[src/rtl/multi_port_cell_alloc.sv]
// multi_port_cell_alloc: packet-buffer cell allocator.
// Hands out cell IDs from a circular free list to one ingress client and
// accepts returned cells from FREE_PORT_NUM ports under round-robin arbitration.
// Optional feature macro: CELL_ALLOC_DOUBLE_FREE_CHECK_EN (drops and flags
// frees of cells that are not currently allocated).
module multi_port_cell_alloc #(
  parameter int unsigned CELL_NUM       = 64,
  parameter int unsigned CELL_ID_WIDTH  = $clog2(CELL_NUM),
  parameter int unsigned FREE_PORT_NUM  = 2,
  parameter int unsigned INTENSE_THRESH = 3
) (
  input  logic                                   clk,
  input  logic                                   rst,
  input  logic                                   alloc_mem_req,
  output logic [CELL_ID_WIDTH-1:0]               alloc_cell_id,
  output logic                                   alloc_mem_success,
  output logic                                   alloc_mem_intense,
  input  logic [FREE_PORT_NUM-1:0]               free_mem_req,
  output logic [FREE_PORT_NUM-1:0]               free_mem_ready,
  input  logic [FREE_PORT_NUM*CELL_ID_WIDTH-1:0] free_cell_id,
  output logic [CELL_ID_WIDTH:0]                 free_cell_count,
  output logic                                   init_done,
  output logic                                   free_err
);

  localparam int unsigned W   = CELL_ID_WIDTH;
  localparam int unsigned CW  = CELL_ID_WIDTH + 1;
  localparam int unsigned P   = FREE_PORT_NUM;
  localparam int unsigned RRW = (FREE_PORT_NUM > 1) ? $clog2(FREE_PORT_NUM) : 1;

  typedef enum logic [0:0] {ST_INIT, ST_RUN} state_t;

  state_t          state_q, state_d;
  logic [W-1:0]    mem [CELL_NUM];
  logic [W-1:0]    head_q, head_d;
  logic [W-1:0]    tail_q, tail_d;
  logic [CW-1:0]   count_q, count_d;
  logic [W-1:0]    init_cnt_q, init_cnt_d;
  logic [RRW-1:0]  rr_q, rr_d;
  logic            init_done_q;
  logic            intense_q;

  logic            pop;
  logic            grant;
  logic            push;
  logic            found;
  logic [RRW-1:0]  gnt_idx;
  logic [W-1:0]    push_id;
  logic            we;
  logic [W-1:0]    wdata;
  int              idx;

  // Allocation grant and show-ahead head of the free list
  always_comb begin
    pop           = alloc_mem_req && (count_q != '0) && init_done_q;
    alloc_cell_id = mem[head_q];
  end

  // Round-robin search for the first requesting port starting at rr_q
  always_comb begin
    found   = 1'b0;
    gnt_idx = '0;
    idx     = 0;
    push_id = '0;
    for (int k = 0; k < int'(P); k++) begin
      idx = int'(rr_q) + k;
      if (idx >= int'(P)) idx = idx - int'(P);
      if (!found && free_mem_req[RRW'(idx)]) begin
        found   = 1'b1;
        gnt_idx = RRW'(idx);
      end
    end
    for (int i = 0; i < int'(P); i++) begin
      if (RRW'(i) == gnt_idx) push_id = free_cell_id[i*W +: W];
    end
    // A full list only accepts a return when a pop frees a slot this cycle
    grant          = found && init_done_q && ((count_q != CW'(CELL_NUM)) || pop);
    free_mem_ready = grant ? (P'(1) << gnt_idx) : '0;
  end

`ifdef CELL_ALLOC_DOUBLE_FREE_CHECK_EN
  logic [CELL_NUM-1:0] alloc_map_q, alloc_map_d;
  logic                dup;
  logic                free_err_q;

  // Reject returns of cells that are not currently handed out
  always_comb begin
    dup         = grant && !alloc_map_q[push_id];
    push        = grant && !dup;
    alloc_map_d = alloc_map_q;
    if (pop)  alloc_map_d[alloc_cell_id] = 1'b1;
    if (push) alloc_map_d[push_id]       = 1'b0;
  end

  // Allocated-cell bitmap and one-cycle error pulse
  always_ff @(posedge clk) begin
    if (rst) begin
      alloc_map_q <= '0;
      free_err_q  <= 1'b0;
    end else begin
      alloc_map_q <= alloc_map_d;
      free_err_q  <= dup;
    end
  end

  assign free_err = free_err_q;
`else
  // Every granted return is pushed; the full guard prevents overflow
  always_comb begin
    push = grant;
  end

  assign free_err = 1'b0;
`endif

  // Next-state: initial fill of IDs, then run-time push/pop bookkeeping
  always_comb begin
    state_d    = state_q;
    head_d     = head_q;
    tail_d     = tail_q;
    count_d    = count_q;
    init_cnt_d = init_cnt_q;
    rr_d       = rr_q;
    we         = 1'b0;
    wdata      = push_id;
    case (state_q)
      ST_INIT: begin
        we         = 1'b1;
        wdata      = init_cnt_q;
        tail_d     = tail_q + W'(1);
        count_d    = count_q + CW'(1);
        init_cnt_d = init_cnt_q + W'(1);
        if (init_cnt_q == W'(CELL_NUM - 1)) state_d = ST_RUN;
      end
      ST_RUN: begin
        if (pop) head_d = head_q + W'(1);
        if (push) begin
          we     = 1'b1;
          tail_d = tail_q + W'(1);
        end
        count_d = count_q + CW'(push) - CW'(pop);
        if (grant) begin
          rr_d = (gnt_idx == RRW'(P - 1)) ? '0 : gnt_idx + RRW'(1);
        end
      end
      default: state_d = ST_INIT;
    endcase
  end

  // FSM state register
  always_ff @(posedge clk) begin
    if (rst) state_q <= ST_INIT;
    else     state_q <= state_d;
  end

  // Pointers, count, arbiter pointer and status flags
  always_ff @(posedge clk) begin
    if (rst) begin
      head_q      <= '0;
      tail_q      <= '0;
      count_q     <= '0;
      init_cnt_q  <= '0;
      rr_q        <= '0;
      init_done_q <= 1'b0;
      intense_q   <= 1'b0;
    end else begin
      head_q      <= head_d;
      tail_q      <= tail_d;
      count_q     <= count_d;
      init_cnt_q  <= init_cnt_d;
      rr_q        <= rr_d;
      init_done_q <= (state_q == ST_RUN);
      intense_q   <= (state_q == ST_RUN) && (count_d <= CW'(INTENSE_THRESH));
    end
  end

  // Free-list storage, written at the tail
  always_ff @(posedge clk) begin
    if (!rst && we) mem[tail_q] <= wdata;
  end

  assign alloc_mem_success = pop;
  assign alloc_mem_intense = intense_q;
  assign free_cell_count   = count_q;
  assign init_done         = init_done_q;

endmodule
[config.mk]
export PLATFORM = sky130hd
export DESIGN_NAME = multi_port_cell_alloc
export DESIGN_NICKNAME = d
export VERILOG_FILES = /design/src/rtl/multi_port_cell_alloc.sv
export SDC_FILE = /design/constraint.sdc
export NUM_CORES = 1
export LEC_CHECK = 0
export ABC_AREA = 1
export BUFFER_PORTS_ARGS = -buffer_cell sky130_fd_sc_hd__buf_4
export CORE_AREA = 2 2 203 205
export DETAILED_ROUTE_END_ITERATION = 12
export DIE_AREA = 0 0 205 207
export PLACE_DENSITY = 0.65
export SLEW_MARGIN = 10
export SYNTH_ARGS = -nofsm -noshare
export SYNTH_HDL_FRONTEND = slang
export SYNTH_SLANG_ARGS = --single-unit
[constraint.sdc]
create_clock -name clk -period 5.3 [get_ports clk]
set_input_delay 0.265 -clock clk [delete_from_list [all_inputs] [get_ports clk]]
set_output_delay 0.265 -clock clk [all_outputs]
set_load 0.05 [all_outputs]
Yosys cells after proc, flatten, opt, wreduce, memory -nomap -nowiden
Memory sizes are Yosys's and may differ from the RTL's. A register that Yosys moved wholly into a read port is not among the register bits.
Index checks and enable logic that the tools add are counted.
{"block": "word_totals", "latch_bits": 0, "n_memories": 1, "output_inout_bits": 19, "elab_cells": 67, "register_bits": 29, "ram_bits": 384, "input_bits": 17, "mem_bits_ro": 0}
{"block": "op_classes", "multipliers": 0, "n_mux": 25, "addsub": 10, "order_cmp": 5, "shift": 1, "bitwise": 1, "eq_ne": 3, "n_div": 0, "n_reduce_logical": 13}
{"memory": "mem", "words": 64, "width": 6, "read_ports": 1, "rd_clocked_by_memory_dff": 1, "write_ports": 1, "line_no": "34", "text": "logic [W-1:0] mem [CELL_NUM];"}
{"operator": "2-to-1 mux 6 bit", "n": 5}
{"operator": "adder 6 x 1 -> 6 bit (second input constant)", "n": 3}
{"operator": "2-to-1 mux 1 bit", "n": 16}
{"operator": "case mux 7 bit (2 select lines)", "n": 1}
{"operator": "case mux 6 bit (2 select lines)", "n": 1}
{"operator": "adder 7 x 1 -> 7 bit", "n": 1}
{"operator": "adder 7 x 1 -> 7 bit (second input constant)", "n": 1}
{"operator": "less-or-equal comparator 7 x 2 -> 1 bit (second input constant)", "n": 1}
{"operator": "logical AND 1 bit", "n": 7}
{"operator": "!= test 7 bit (second input constant)", "n": 1}
{"operator": "nonzero test 7 bit", "n": 1}
{"operator": "subtractor 7 x 1 -> 7 bit", "n": 1}
{"operator": "== test 6 bit (second input constant)", "n": 1}
{"operator": "< comparator 1 x 3 -> 1 bit (second input constant)", "n": 2}
{"operator": "AND reduction 2 bit", "n": 2}
{"operator": "adder 1 x 1 -> 2 bit (second input constant)", "n": 1}
{"operator": "greater-or-equal comparator 1 x 2 -> 1 bit (second input constant)", "n": 1}
{"operator": "greater-or-equal comparator 2 bit (second input constant)", "n": 1}
{"operator": "logical NOT 1 bit", "n": 2}
{"operator": "2-to-1 mux 2 bit", "n": 1}
{"operator": "!= test 2 x 1 -> 1 bit (second input constant)", "n": 1}
{"operator": "case mux 1 bit (2 select lines)", "n": 1}
{"operator": "<< shifter 1 x 1 -> 2 bit (first input constant)", "n": 1}
{"operator": "subtractor 1 bit (second input constant)", "n": 2}
{"operator": "3 further kinds", "n": 3}

Longest topological paths before layout
{"block": "logic_depth", "depth_word": 16, "ltp_mapped": 21, "mapped_depth_nobuf": 21}

Least setup slack after synthesis
Ideal clock, no wire load.
{"block": "synth_path", "kind": "flip-flop to flip-flop", "start": "register state_q", "end": "memory mem[0][2] (netlist bit), data pin", "required_ns": 4.598, "path_stages_with_launch": 5, "arrival_ns": 3.232, "setup_ns": 0.702, "setup_slack_ns": 1.367, "n_path_buf": 2, "synth_period_minus_slack_ns": 3.933, "path_cell_list": "dfxtp_1 -> buf_2 -> buf_2 -> o21ai_0 -> o21ai_0"}
{"block": "synth_via", "elab_chain_len": 1}
{"item": "start: declaration", "line_no": "33", "text": "state_t state_q, state_d;"}
{"item": "start signal: assignment", "line_no": "153", "text": "else state_q <= state_d;"}
{"item": "2-to-1 mux 6 bit", "line_no": "126", "text": "case (state_q)"}
{"item": "via wdata[2]", "line_no": "50", "text": "logic [W-1:0] wdata;"}
{"item": "end: declaration", "line_no": "34"}
The timed path passes the listed nets, and every way through them passes these cells.

==> run_results.csv <==
group,metric,value,unit
worst_setup_path,critPathBufInv,3,
layout,num_antenna_cells,0,
synth,synth_nets,1684,
grt,first_global_vias,11357,
worst_setup_path,crit_top_cell,"nand3_1",
placed_design,dp.cells,2139,
timing,rsz0062_at_grt,"no",
grt,grt-ovfl-total,0,
run,maxCapViolations,0,
drt,via_count,11831,
worst_setup_path,arrival,3.22,ns
timing,setup_tns,0,ns
worst_setup_path,worstSetupPathType,"reg -> out",
worst_setup_path,rrSetupSlack,2.25,ns
die,initial_core_util,44.2,%
drt,ant_nets,0,
drt,drc,0,
synth,ys_ff_latch,419,
grt,grt_pass1_wl,64.7,mm
worst_setup_path,worstPathMaxFanout,52,
cts,insertion_delay,0.56,ns
worst_setup_path,cp.required,5.04,ns
die,dieArea,42400,um2
power,cellPowerDensity,349,nW/um2
cts,clock_path_buffers,3,
timing,skew,0.0248,ns
placed_design,hpwl,23.8,mm
hold_path,whs_path_depth,2,
synth,ys_types,32,
cts,clock_tree.root_cell,"clkbuf_16",
synth,seq_area_frac_synth,68.6,%
hold_path,min_path_type,"in -> reg",
worst_setup_path,worst_path_max_delay_cell,"inv_2",
cts,h-tree-depth,2,
layout,drive_gt1_share,8.58,%
layout,nets,1688,
synth,ys_warn_count,0,
die,core_area,40400,um2
synth,syn_area,17800,um2
placed_design,io_buffers,33,
layout,area_growth,12.1,%
layout,stdcell_count,2221,
hold_path,min_to,"head_q[0]$_SDFFE_PP0P_",
worst_setup_path,reg2reg_depth,21,
timing,finalWorstSetupSlack,1.81,ns
synth,syn_inst,1649,
die,die_w,205,um
worst_setup_path,timing.rr.end,"alloc_mem_intense$_SDFF_PP0_",
hold_path,min_from,"rst",
drt,viasPerCell,5.33,
timing,slew_viol_final,0,
cts,clock-sinks,419,
timing,tightest_slew,1.18,ns
drt,first_pass_iters,5,
worst_setup_path,crit_chain,"inv_2, buf_4, nand3_1, nand3_1, nand2_1, nand2_1, nand3_1, nand3_1, nand2_1, buf_4",
run_status,outcome,"complete, no violations",
power,vdd_ir_drop_max,0.000254,V
layout,final_common_cell,"nand2_1",
worst_setup_path,cp_slowest_stage_delay,0.65,ns
cts,ctsResizeCount,0,
power,power,0.00697,W
worst_setup_path,cp_top_family,"buffers and inverters",
cts,cts_hold_buf,0,
placed_design,place_ws,2.28,ns
synth,synthTopCellsByArea,"edfxtp_1, nand2_1, nand3_1",
drt,routed_wl,41.5,mm
layout,final_util,49.5,%
timing,hold_viol,0,
worst_setup_path,reg2reg_from,"free_cell_count[1]$_SDFF_PP0_",
grt,grt_start_max_net_pins,193,
synth,synth_enable_flop_cells,384,
timing,relSlewSlack,21.2,%
timing,timing.final.crit_share,65.8,%
worst_setup_path,endpoint_kind,"primary output",
drt,dr.first_iter.drc_count,1121,
synth,synth-main-ff-cell,"edfxtp_1",
die,ios,36,
cts,post-cts-setup-buffers,0,
synth,synth_top_area_share,64.6,%
synth,synth.avg_cell_area,10.8,um2
power,power.leakage,7.27,nW
timing,fmax,287,MHz
placed_design,globalplace.congestion,0.883,
grt,grtUsageTotal,19.8,%
cts,cts_made_buffers,44,
layout,final_cell_mix,"nand2_1, edfxtp_1, nand3_1, nor2_1, inv_1",
die,die_height,207,um
synth,synth_largest_area_cell,"edfxtp_1",
timing,period_needed,3.49,ns
grt,antenna_found_initial,0,
worst_setup_path,start_kind,"flop",
synth,async_reset_ff_share,0,%
cts,cts_tree,"done",
cts,clkSlewWorstSetupHoldPaths,0.06,ns
timing,setup_viol,0,
die,rows,74,
drt,wl_per_cell,18.7,um
[cell usage after synthesis (all sizes together), types with 3 or more instances]
cell type,number
dfxtp,35
o21ai,15
edfxtp,384
nand2,544
a21oi,26
clkbuf,17
o22ai,3
xor2,11
nor3,5
nand4,4
nand3,352
a211oi,3
buf,72
nor2,104
ha,17
inv,51
[state kept, by name, summed over array words and instances, names as in the netlist, named ones only]
register	cells
mem	384
init_done	1
free_cell_count	7
init_cnt_q	6
rr_q	1
state_q	1
tail_q	6
alloc_mem_intense	1
head_q	6
[per-layer routing]
layer / vias up / wire length [um] / GRT usage, %
li1: 5695 / - / -
met1: 5687 / 18300 / 28.5
met2: 383 / 19700 / 31.7
met3: 66 / 2710 / 2.75
met4: 0 / 845 / 5.04
met5: - / 0 / 0
[worst max-delay path by stage]
| stage | from | end | slack (ns) | cells past startpoint |
|---|---|---|---|---|
| after floorplan | state_q$_SDFF_PP0_ | mem[0][2]$_DFFE_PP_ | 1.37 | 4 |
| after global placement | free_cell_count[1]$_SDFF_PP0_ | alloc_mem_intense$_SDFF_PP0_ | 2.33 | 21 |
| after detailed placement | free_cell_count[1]$_SDFF_PP0_ | alloc_mem_intense$_SDFF_PP0_ | 2.28 | 21 |
| after CTS | flop | alloc_cell_id[5] | 1.80 | 10 |
| after global routing | flop | alloc_cell_id[3] | 1.58 | 10 |
| final | flop | alloc_cell_id[5] | 1.81 | 10 |
[final cells by class]
cell class                      instances  area, um2
Fill cell                            3593      20400
Inverter                               51        194
Tap cell                              532        666
Clock inverter                         27        302
Clock buffer                           55       1200
Multi-Input combinational cell       1090       5010
Sequential cell                       419      12200
Timing Repair Buffer                   47        378
[stage by stage]
step                hold slack [ns]  instance area [um2]
finish                       0.0889                20000
global route                 0.0883                20000
CTS                          0.0713                20000
detailed placement            0.484                18500
global placement              0.477                18500
floorplan                     0.349                17800
[power breakdown]
group	internal [W]	switching [W]
Clock	0.00191	0.00125
Combinational	0.0000487	0.000138
Sequential	0.00361	0.0000112
Total	0.00557	0.00140
[logic make-up (layout without fill, tap and decap cells)]
group | Yosys count | count (layout) | share of synthesized area (%)
other | 1 | 1 | 0.0210
buffers and inverters | 140 | 180 | 3.75
adder cells (fa/ha/maj) | 18 | 18 | 1.30
AND/OR/NAND/NOR | 1011 | 1011 | 24.3
AO/OA/AOI/OAI | 49 | 49 | 1.54
flip-flops | 419 | 419 | 68.6
XOR/XNOR | 11 | 11 | 0.540
Note: power is estimated with default switching activity, not from simulation.
